[config.mk]
export PLATFORM = sky130hd
export DESIGN_NAME = fp_issue_arbiter
export DESIGN_NICKNAME = d
export VERILOG_FILES = /design/src/rtl/fp_issue_arbiter_pkg.sv /design/src/rtl/fp_issue_arbiter_credit.sv /design/src/rtl/fp_issue_arbiter.sv
export SDC_FILE = /design/constraint.sdc
export NUM_CORES = 1
export LEC_CHECK = 0
export CORE_MARGIN = 3
export CORE_UTILIZATION = 45
export CTS_CLUSTER_DIAMETER = 120
export DETAILED_ROUTE_END_ITERATION = 16
export GPL_ROUTABILITY_DRIVEN = 0
export PLACE_DENSITY = 0.87
export SLEW_MARGIN = 20
export SYNTH_ARGS = -nofsm -noshare
export SYNTH_HDL_FRONTEND = slang
export SYNTH_SLANG_ARGS = --single-unit
export TNS_END_PERCENT = 20
[constraint.sdc]
create_clock -name clk_i -period 10.3 [get_ports clk_i]
set_input_delay 1.03 -clock clk_i [delete_from_list [all_inputs] [get_ports clk_i]]
set_output_delay 1.03 -clock clk_i [all_outputs]
set_load 0.1 [all_outputs]
[src/rtl/fp_issue_arbiter_pkg.sv]
// Shared types and constants for the FP issue arbiter: packet layout, unit one-hot
// encoding and the default per-unit issue credit count.
package fp_issue_arbiter_pkg;

    localparam int unsigned FP_NUM_UNITS    = 5;
    localparam int unsigned FP_UNIT_CREDITS = 2;

    typedef logic [FP_NUM_UNITS-1:0] fp_unit_onehot_t;

    typedef enum logic [2:0] {
        FpUnitMadd,
        FpUnitDiv,
        FpUnitSqrt,
        FpUnitWb2Fp,
        FpUnitWb2Int
    } fp_unit_e;

    typedef struct packed {
        logic            valid;
        fp_unit_onehot_t unit;
        logic [3:0]      op;
        logic [2:0]      rm;
        logic [7:0]      id;
        logic [31:0]     rs1;
    } fp_preprocessing_packet_t;

    function automatic fp_unit_onehot_t fp_unit_onehot(input fp_unit_e u);
        return fp_unit_onehot_t'(1) << u;
    endfunction

endpackage

[src/rtl/fp_issue_arbiter_credit.sv]
// Per-unit issue credit counter: decrements on issue, increments on unit return and on
// flush of a buffered packet, saturating at the configured credit count.
module fp_credit_counter #(
    parameter int unsigned Credits = 2
) (
    input  logic clk_i,
    input  logic rst_ni,
    input  logic take_i,
    input  logic give_i,
    input  logic restore_i,
    output logic has_credit_o
);

    localparam int unsigned     CntW   = $clog2(Credits + 1);
    localparam logic [CntW+1:0] MaxCnt = (CntW + 2)'(Credits);

    logic [CntW-1:0] cnt_q, cnt_d;
    logic [CntW+1:0] cnt_sum;

    always_comb begin
        cnt_sum = {2'b00, cnt_q} + (CntW + 2)'(give_i) + (CntW + 2)'(restore_i)
                - (CntW + 2)'(take_i);
        cnt_d   = (cnt_sum > MaxCnt) ? CntW'(Credits) : cnt_sum[CntW-1:0];
    end

    always_ff @(posedge clk_i) begin
        if (!rst_ni) begin
            cnt_q <= CntW'(Credits);
        end else begin
            cnt_q <= cnt_d;
        end
    end

    assign has_credit_o = (cnt_q != '0);

    // A unit with every credit in hand has nothing outstanding to return.
    assert property (@(posedge clk_i) disable iff (!rst_ni) give_i |-> (cnt_q != CntW'(Credits)));
    assert property (@(posedge clk_i) disable iff (!rst_ni) take_i |-> (cnt_q != '0));

endmodule

[src/rtl/fp_issue_arbiter.sv]
// Round-robin arbiter sharing the FP preprocessing port among requesters, with a one-entry
// output register and per-unit credits that keep packets away from full unit queues.
module fp_issue_arbiter
    import fp_issue_arbiter_pkg::*;
#(
    parameter int unsigned NumReq      = 2,
    parameter int unsigned UnitCredits = FP_UNIT_CREDITS
) (
    input  logic                     clk_i,
    input  logic                     rst_ni,
    input  logic [NumReq-1:0]        req_valid_i,
    input  fp_preprocessing_packet_t req_pkt_i [NumReq],
    output logic [NumReq-1:0]        req_ready_o,
    output fp_preprocessing_packet_t out_pkt_o,
    input  logic                     out_ready_i,
    input  logic [FP_NUM_UNITS-1:0]  credit_return_i,
    input  logic                     flush_i,
    output logic [FP_NUM_UNITS-1:0]  unit_has_credit_o
);

    localparam int unsigned PtrW = (NumReq > 1) ? $clog2(NumReq) : 1;

    logic                     out_valid_q, out_valid_d;
    fp_preprocessing_packet_t out_pkt_q, out_pkt_d;
    logic [PtrW-1:0]          rr_q, rr_d;

    logic [NumReq-1:0]        eligible;
    logic [2*NumReq-1:0]      elig_dbl;
    logic [NumReq-1:0]        elig_rot;
    logic [PtrW-1:0]          grant_off;
    logic [PtrW:0]            grant_sum;
    logic [PtrW-1:0]          grant_idx;
    logic [PtrW-1:0]          rr_next;
    logic                     any_eligible;
    logic                     load;
    fp_preprocessing_packet_t grant_pkt;
    fp_unit_onehot_t          take_units;
    fp_unit_onehot_t          restore_units;

    always_comb begin
        for (int i = 0; i < int'(NumReq); i++) begin
            eligible[i] = req_valid_i[i] & (|(req_pkt_i[i].unit & unit_has_credit_o));
        end
    end

    // Rotate so rr_q sits at bit 0, pick the lowest set bit, then rotate the index back.
    always_comb begin
        elig_dbl  = {eligible, eligible};
        elig_rot  = NumReq'(elig_dbl >> rr_q);
        grant_off = '0;
        for (int i = int'(NumReq) - 1; i >= 0; i--) begin
            if (elig_rot[i]) begin
                grant_off = PtrW'(i);
            end
        end
        grant_sum = (PtrW + 1)'(rr_q) + (PtrW + 1)'(grant_off);
        grant_idx = (grant_sum >= (PtrW + 1)'(NumReq)) ? PtrW'(grant_sum - (PtrW + 1)'(NumReq))
                                                        : PtrW'(grant_sum);
        rr_next   = (grant_idx == PtrW'(NumReq - 1)) ? '0 : grant_idx + PtrW'(1);
    end

    assign any_eligible = |eligible;
    assign load         = any_eligible & (~out_valid_q | out_ready_i) & ~flush_i & rst_ni;
    assign grant_pkt    = req_pkt_i[grant_idx];
    assign req_ready_o  = load ? (NumReq'(1) << grant_idx) : '0;

    assign take_units    = load ? grant_pkt.unit : '0;
    assign restore_units = (flush_i & out_valid_q) ? out_pkt_q.unit : '0;

    always_comb begin
        out_valid_d = out_valid_q;
        out_pkt_d   = out_pkt_q;
        rr_d        = rr_q;
        if (flush_i) begin
            out_valid_d = 1'b0;
        end else if (load) begin
            out_valid_d = 1'b1;
            out_pkt_d   = grant_pkt;
            rr_d        = rr_next;
        end else if (out_ready_i) begin
            out_valid_d = 1'b0;
        end
    end

    always_ff @(posedge clk_i) begin
        if (!rst_ni) begin
            out_valid_q <= 1'b0;
            rr_q        <= '0;
        end else begin
            out_valid_q <= out_valid_d;
            rr_q        <= rr_d;
        end
    end

    // Payload needs no reset; it is only observed while out_valid_q is set.
    always_ff @(posedge clk_i) begin
        out_pkt_q <= out_pkt_d;
    end

    always_comb begin
        out_pkt_o       = out_pkt_q;
        out_pkt_o.valid = out_valid_q;
    end

    for (genvar u = 0; u < FP_NUM_UNITS; u++) begin : g_credit
        fp_credit_counter #(
            .Credits(UnitCredits)
        ) u_credit_counter (
            .clk_i       (clk_i),
            .rst_ni      (rst_ni),
            .take_i      (take_units[u]),
            .give_i      (credit_return_i[u]),
            .restore_i   (restore_units[u]),
            .has_credit_o(unit_has_credit_o[u])
        );
    end

    for (genvar i = 0; i < NumReq; i++) begin : g_unit_onehot_chk
        assert property (@(posedge clk_i) disable iff (!rst_ni)
            req_valid_i[i] |-> $onehot(req_pkt_i[i].unit));
    end

endmodule

* After elaboration in Yosys (flattened, before gate mapping)
Index checks and enable logic that the tools add are counted.
** Storage, ports and cells
- Word-level logic and storage cells :: 80
- Input bits :: 117
- Output and inout bits :: 60
- Register bits :: 64
** Cells by class
- Add/sub/neg operators :: 18
- Order comparisons :: 7
- Bitwise gates (word level) :: 13
- Shift operators :: 2
- Muxes and demuxes :: 12
- Reduce and logical (&&, ||, !) cells :: 16
** Operators by type and width (number)
- $mux W52 :: 3
- $add A4 B1 Y4 :: 5
- $gt A4 B2 Y1 const B :: 5
- $sub A4 B1 Y4 :: 5
- $add A2 B1 Y3 :: 5
- $reduce_or A2 Y1 :: 7
- $reduce_bool A2 Y1 :: 6
- $and A5 B5 Y5 :: 2
- $mux W5 :: 2
- $reduce_or A5 Y1 :: 2
- $and A1 B1 Y1 :: 6
- $mux W1 :: 6
- $ge A2 B2 Y1 const B :: 2
- $shr A4 B1 Y2 :: 1
- $not A1 Y1 :: 3
- $add A1 B1 Y2 :: 1
- $mux W2 :: 1
- $not A1 Y2 :: 1
- $reduce_and A2 Y1 :: 1
- $shl A1 B1 Y2 const A :: 1
- $add A1 B1 Y1 const B :: 1
- $or A1 B1 Y1 :: 1
- $sub A1 B1 Y1 const B :: 1

* Depth between registers and ports, before layout
- Depth in word-level cells :: 18
- Depth in mapped cells :: 13
- Mapped depth without buffers :: 13

* Cells and area by module
From an unflattened synthesis, not the netlist that was laid out.
** Second synthesis, totals
- Cells, all modules :: 227
- Area, all modules :: 3364.5 µm²
** By module, submodules not included
- fp_issue_arbiter :: times used 1, area each 2476.1 µm², sequential area each 1601.5 µm², cells an instance 142
- fp_credit_counter :: times used 5, area each 177.7 µm², sequential area each 40.0 µm², cells an instance 17

* Worst setup path after synthesis
No wires, ideal clock.
- Kind :: in2reg
- Start :: input port req_pkt_i[48] (netlist name)
- End :: register g_credit[0].u_credit_counter.cnt_q[0]
- Stages on the path :: 11
- Data arrival time :: 5.650 ns
- Library setup time :: 0.065 ns
- Data required time :: 10.235 ns
- Path slack :: 4.585 ns
- Path buffers :: 0
- Path through :: o21a_1 a221o_1 o21a_1 a211oi_1 a22o_1 ha_1 inv_1 ha_1 fa_1 nand4b_1 nor2_1
** On the way
- Longest elaborated chain between the ends :: 17
- Elaborated cells between the ends (all ways) :: 22
- Those cells by class :: add/sub (3); order compare (2); shift (1); mux (7); bitwise (6); reduce/logical (3)
** Ends and longest elaborated chain
- from (decl) :: RTL line fp_issue_arbiter.sv:12 : input fp_preprocessing_packet_t req_pkt_i [NumReq],
- $and A5 B5 Y5 * :: RTL line fp_issue_arbiter.sv:42 : eligible[i] = req_valid_i[i] & (|(req_pkt_i[i].unit & unit_has_credit_o));
- $reduce_or A5 Y1 * :: RTL line fp_issue_arbiter.sv:42
- $and A1 B1 Y1 * :: RTL line fp_issue_arbiter.sv:42
- $shr A4 B1 Y2 :: RTL line fp_issue_arbiter.sv:49 : elig_rot = NumReq'(elig_dbl >> rr_q);
- $mux W1 (2 in series) :: RTL line fp_issue_arbiter.sv:52 : if (elig_rot[i]) begin
- $add A1 B1 Y2 :: RTL line fp_issue_arbiter.sv:56 : grant_sum = (PtrW + 1)'(rr_q) + (PtrW + 1)'(grant_off);
- $ge A2 B2 Y1 / $sub A1 B1 Y1 (equally long branches) :: RTL line fp_issue_arbiter.sv:57 : grant_idx = (grant_sum >= (PtrW + 1)'(NumReq)) ? PtrW'(grant_sum - (PtrW + 1)'(NumReq))
- $mux W1 :: RTL line fp_issue_arbiter.sv:57
- $not A1 Y2 (not written as such) :: RTL line fp_issue_arbiter.sv:64 : assign grant_pkt = req_pkt_i[grant_idx];
- $mux W52 (not written as such) (3 in series) :: RTL line fp_issue_arbiter.sv:64
- $mux W5 * :: RTL line fp_issue_arbiter.sv:67 : assign take_units = load ? grant_pkt.unit : '0;
- $sub A4 B1 Y4 * :: RTL line fp_issue_arbiter_credit.sv:22 : - (CntW + 2)'(take_i);
- net g_credit[0].u_credit_counter.cnt_sum[1] :: RTL line fp_issue_arbiter_credit.sv:18 : logic [CntW+1:0] cnt_sum;
- $gt A4 B2 Y1 * :: RTL line fp_issue_arbiter_credit.sv:23 : cnt_d = (cnt_sum > MaxCnt) ? CntW'(Credits) : cnt_sum[CntW-1:0];
- $reduce_or A2 Y1 (no line) *
- to (signal assigned) :: RTL line fp_issue_arbiter_credit.sv:28 : cnt_q <= CntW'(Credits);
- to (signal assigned) :: RTL line fp_issue_arbiter_credit.sv:30 : cnt_q <= cnt_d;
- to (decl) :: RTL line fp_issue_arbiter_credit.sv:17 : logic [CntW-1:0] cnt_q, cnt_d;
Mark *: on every way through the listed nets, which the timed path passes. The rest lies on a longest branch. The select of a mux whose other input is x is not followed.
A chain may end at the register's enable or synchronous reset.

* Worst setup path after layout
- Start :: input port req_pkt_i[48] (netlist name)
- End :: output port req_ready_o[0]
** On the way
- Longest elaborated chain between the ends :: 11
- Elaborated cells between the ends (all ways) :: 16
- Those cells by class :: add/sub (2); order compare (1); shift (2); mux (4); bitwise (5); reduce/logical (2)
** Ends and longest elaborated chain
- $and A5 B5 Y5 * :: RTL line fp_issue_arbiter.sv:42
- $reduce_or A5 Y1 * :: RTL line fp_issue_arbiter.sv:42
- $and A1 B1 Y1 * :: RTL line fp_issue_arbiter.sv:42
- $shr A4 B1 Y2 :: RTL line fp_issue_arbiter.sv:49
- $mux W1 (2 in series) :: RTL line fp_issue_arbiter.sv:52
- $add A1 B1 Y2 :: RTL line fp_issue_arbiter.sv:56
- $ge A2 B2 Y1 / $sub A1 B1 Y1 (equally long branches) :: RTL line fp_issue_arbiter.sv:57
- $mux W1 :: RTL line fp_issue_arbiter.sv:57
- $shl A1 B1 Y2 :: RTL line fp_issue_arbiter.sv:65 : assign req_ready_o = load ? (NumReq'(1) << grant_idx) : '0;
- $mux W2 * :: RTL line fp_issue_arbiter.sv:65
- to (decl) :: RTL line fp_issue_arbiter.sv:13 : output logic [NumReq-1:0] req_ready_o,
Every way passes the cells marked *; elsewhere a longest branch is shown, timed or not.

==> run summary <==
## Status
- finished, final reports clean — status

## Global routing
- 53 — maximum number of pins on one net before global-route repair
- 15,000 um — first-pass GRT wire length
- 0 — initial antenna violation count
- 0 — overflow left after global routing
- 2,861 — vias in the first global route
- 19.8% — global routing usage summed across all routing layers

## Floorplan
- 0.00797 sq mm — placeable core region
- 97.9 um — height of the die
- 97.9 um — Die X
- 177 — io pins
- 32 — floorplan row count
- 0.00958 sq mm — area of the die
- 47.7% — initial core utilization

## Drt
- 4 — DR pass1 iterations
- 9180 um — Routed WL
- 2,658 — total vias in the final route
- 0 — drc violations
- 4.91 — mean number of vias per cell
- 17.0 um — post-detailed-route wirelength per cell
- 48 — DR iter-0 viols
- 0 — number of nets with antenna violations after routing

## Place
- 0.00554 sq mm — placed cell areas
- 7290 um — total half-perimeter wirelength after legalization and detailed placement
- 174 — input/output buffers

## Clocking
- 0 — Resize count post-CTS
- sky130_fd_sc_hd__clkbuf_8 — clock tree root driver cell
- 0.33 ns — Worst-Skew Late Latency
- 3 — CTS H-tree depth
- 0.07 ns — clock slew seen by the registers of the worst setup and hold paths
- 64 — Num Clock Sinks
- 9 — cts bufs inserted
- 2 — maximum root-to-sink buffer count
- built — TritonCTS clock tree
- 0 — number of hold buffers added after cts
- 0 — number of buffers inserted by post-CTS setup repair

## Worst setup path
- 6 — worst-path fanout max
- 1.28 ns — maximum single-stage delay on the critical path
- input pin to primary output — critical path class
- 4.11 ns — Data arrival, critical path
- clkdlybuf4s50_1 -> o21a_1 -> a221o_1 -> o21a_1 -> a211oi_1 -> clkdlybuf4s50_1 — cell breakdown of the critical path
- primary output — sort of element at the end of the critical path
- sky130_fd_sc_hd__clkdlybuf4s50_1 — slowest CP cell
- buffers and inverters — crit-path leading delay family
- 9.27 ns — Data required, critical path
- input pin — critical path startpoint category
- 2 — Buffers & Inverters on Critical Path

## Timing
- 0 — number of hold violations in the final report
- 0.00767 ns — setup clock skew after layout
- 194 MHz — highest attainable clock frequency
- 31.2% — worst rel slew slack
- 0 — setup-violating endpoint count in the final report
- 0 — final count of pins violating max slew
- no — unrepaired setup endpoints after global routing
- 0 ns — total negative setup slack
- 1.03 ns — transition at the pin with the smallest max-transition slack
- 49.9% — period utilisation layout
- 5.14 ns — min Tclk post-route

## Power
- 150 mW/mm^2 — Pwr per Cell Area
- 0.0807 mV — worst voltage drop across the vdd grid
- 2.37 nW — static power due to leakage

## Final layout
- 0 — Inserted Diodes
- 18.0% — layout cell share with drive strength beyond 1
- 50.9% — relative area change from synthesis to final layout
- 586 — fin nets
- 0.00573 sq mm — Final Cell Area

## Synth
- 2.31% — Synth Area in XOR/XNOR
- 0 — Ys Warns
- 14.7 sq um — mean instance size in the synthesized netlist
- multiplexers — main combinational cell family by area after synthesis
- 47.4% — sequential area share after synthesis
- 4.18% — fraction of the mapped netlist area in simple logic gates
- 5.96% — Compound-Gate Fraction of Synth Area
- 411 — post-synth net total
- 31 — Netlist cell types
- 12.9% — synthesized-area fraction occupied by adder cells
- 0.00380 sq mm — area of the mapped netlist
- 259 — Cells after Synth
- 64 — synthesized flop and latch total
- 20.4% — share of cell area taken by muxes after synthesis

## Hold path
- flip-flop to flip-flop — class of the most critical hold timing path

## Flow run
- 0 — number of violations of the max-capacitance limit

[logic make-up after synthesis]
family	count (synthesis)
flops	64
mux	52
buf+inv	42
fa+ha+maj	36
compound gates	29
simple gates	26
xor+xnor	10
[Yosys cell counts (all sizes together)]
cell | n | area [sq um]
ha | 30 | 375
a211oi | 1 | 7.51
a21o | 5 | 37.5
xnor2 | 10 | 87.6
dfxtp | 12 | 240
a21oi | 6 | 30.0
nor2 | 6 | 22.5
or3 | 1 | 6.26
a221o | 2 | 21.3
edfxtp | 52 | 1560
o21ai | 3 | 26.3
a21boi | 1 | 7.51
mux2 | 52 | 773
and2 | 1 | 6.26
a22o | 7 | 63.8
nand4b | 5 | 43.8
o211a | 1 | 10.0
inv | 31 | 116
maj3 | 1 | 13.8
buf | 11 | 145
or2 | 5 | 36.3
nand2b | 3 | 18.8
nand3 | 5 | 25.0
o21a | 3 | 22.5
fa | 5 | 100
[worst paths after layout]
kind,cells after the start,startpoint,to,slack (ns)
setup reg to reg,11,g_credit[0].u_credit_counter.cnt_q[1],g_credit[3].u_credit_counter.cnt_q[0],6.86
setup / recovery,6,req_pkt_i[48],req_ready_o[0],5.16
hold / removal,2,rr_q,rr_q,0.58
hold reg to reg,2,rr_q,rr_q,0.58
[power by group]
part / total (mW) / leakage, nW / switching [mW] / internal [mW]
registers: 0.311 / 0.579 / 0.00876 / 0.303
clock network: 0.211 / 0.0893 / 0.0998 / 0.111
logic: 0.338 / 1.70 / 0.193 / 0.146
[cell usage in the layout (no fill, tap or decap), types with 5 or more instances in the layout]
| cell | count |
|---|---|
| sky130_fd_sc_hd__xnor2_1 | 10 |
| sky130_fd_sc_hd__edfxtp_1 | 52 |
| sky130_fd_sc_hd__a22o_1 | 5 |
| sky130_fd_sc_hd__clkbuf_8 | 9 |
| sky130_fd_sc_hd__dfxtp_1 | 12 |
| sky130_fd_sc_hd__ha_1 | 30 |
| sky130_fd_sc_hd__nand4b_1 | 5 |
| sky130_fd_sc_hd__fa_1 | 5 |
| sky130_fd_sc_hd__mux2_4 | 50 |
| sky130_fd_sc_hd__a21o_1 | 5 |
| sky130_fd_sc_hd__a21oi_1 | 6 |
| sky130_fd_sc_hd__nor2_1 | 5 |
| sky130_fd_sc_hd__clkdlybuf4s50_1 | 174 |
| sky130_fd_sc_hd__nand3_1 | 5 |
| sky130_fd_sc_hd__inv_1 | 31 |
[cell type report]
| type | count | area [sq um] |
|---|---|---|
| well taps | 102 | 128 |
| flip-flops and latches | 64 | 1800 |
| inverters | 31 | 116 |
| repair buffers | 175 | 1750 |
| multi-input cells | 153 | 1740 |
| clock buffers | 9 | 124 |
| clock inverters | 7 | 70.1 |
| fillers | 553 | 2240 |
[flip-flops by register name (all words and copies together) (netlist names)]
name and cells:
out_pkt_o 52, out_valid_q 1, rr_q 1, g_credit.u_credit_counter.cnt_q 10
[through the flow]
step	cells	hold slack, ns	power (mW)	util, %	setup WS, ns
3_3_place_gp	525	0.515	0.647	69.5	5.17
2_1_floorplan	259	0.502	0.571	-	4.58
4_1_cts	541	0.568	0.872	71.9	5.18
3_5_place_dp	525	0.557	0.657	69.5	5.20
5_1_grt	541	0.606	0.911	71.9	5.05
6_report	541	0.582	0.861	71.9	5.16
[worst register-to-register path, stage by stage, from the launching register on]
cell and delay, ns:
sky130_fd_sc_hd__dfxtp_1 0.33, sky130_fd_sc_hd__or2_4 0.27, sky130_fd_sc_hd__a221o_1 0.37, sky130_fd_sc_hd__o21a_1 0.23
sky130_fd_sc_hd__a211oi_1 0.70, sky130_fd_sc_hd__a22o_1 0.27, sky130_fd_sc_hd__ha_1 0.23, sky130_fd_sc_hd__inv_1 0.07
sky130_fd_sc_hd__ha_1 0.19, sky130_fd_sc_hd__fa_1 0.42, sky130_fd_sc_hd__nand4b_1 0.21, sky130_fd_sc_hd__nor2_1 0.11
[routing by layer]
metal | global-route usage (%) | vias to the layer above | part of all wire [%]
li1 | - | 1279 | -
met1 | 23.2 | 1238 | 39
met2 | 35.0 | 121 | 51
met3 | 5.21 | 20 | 7.9
met4 | 7.14 | 0 | 2.4
met5 | 0 | - | 0
Note: power is estimated with default switching activity, not from simulation.
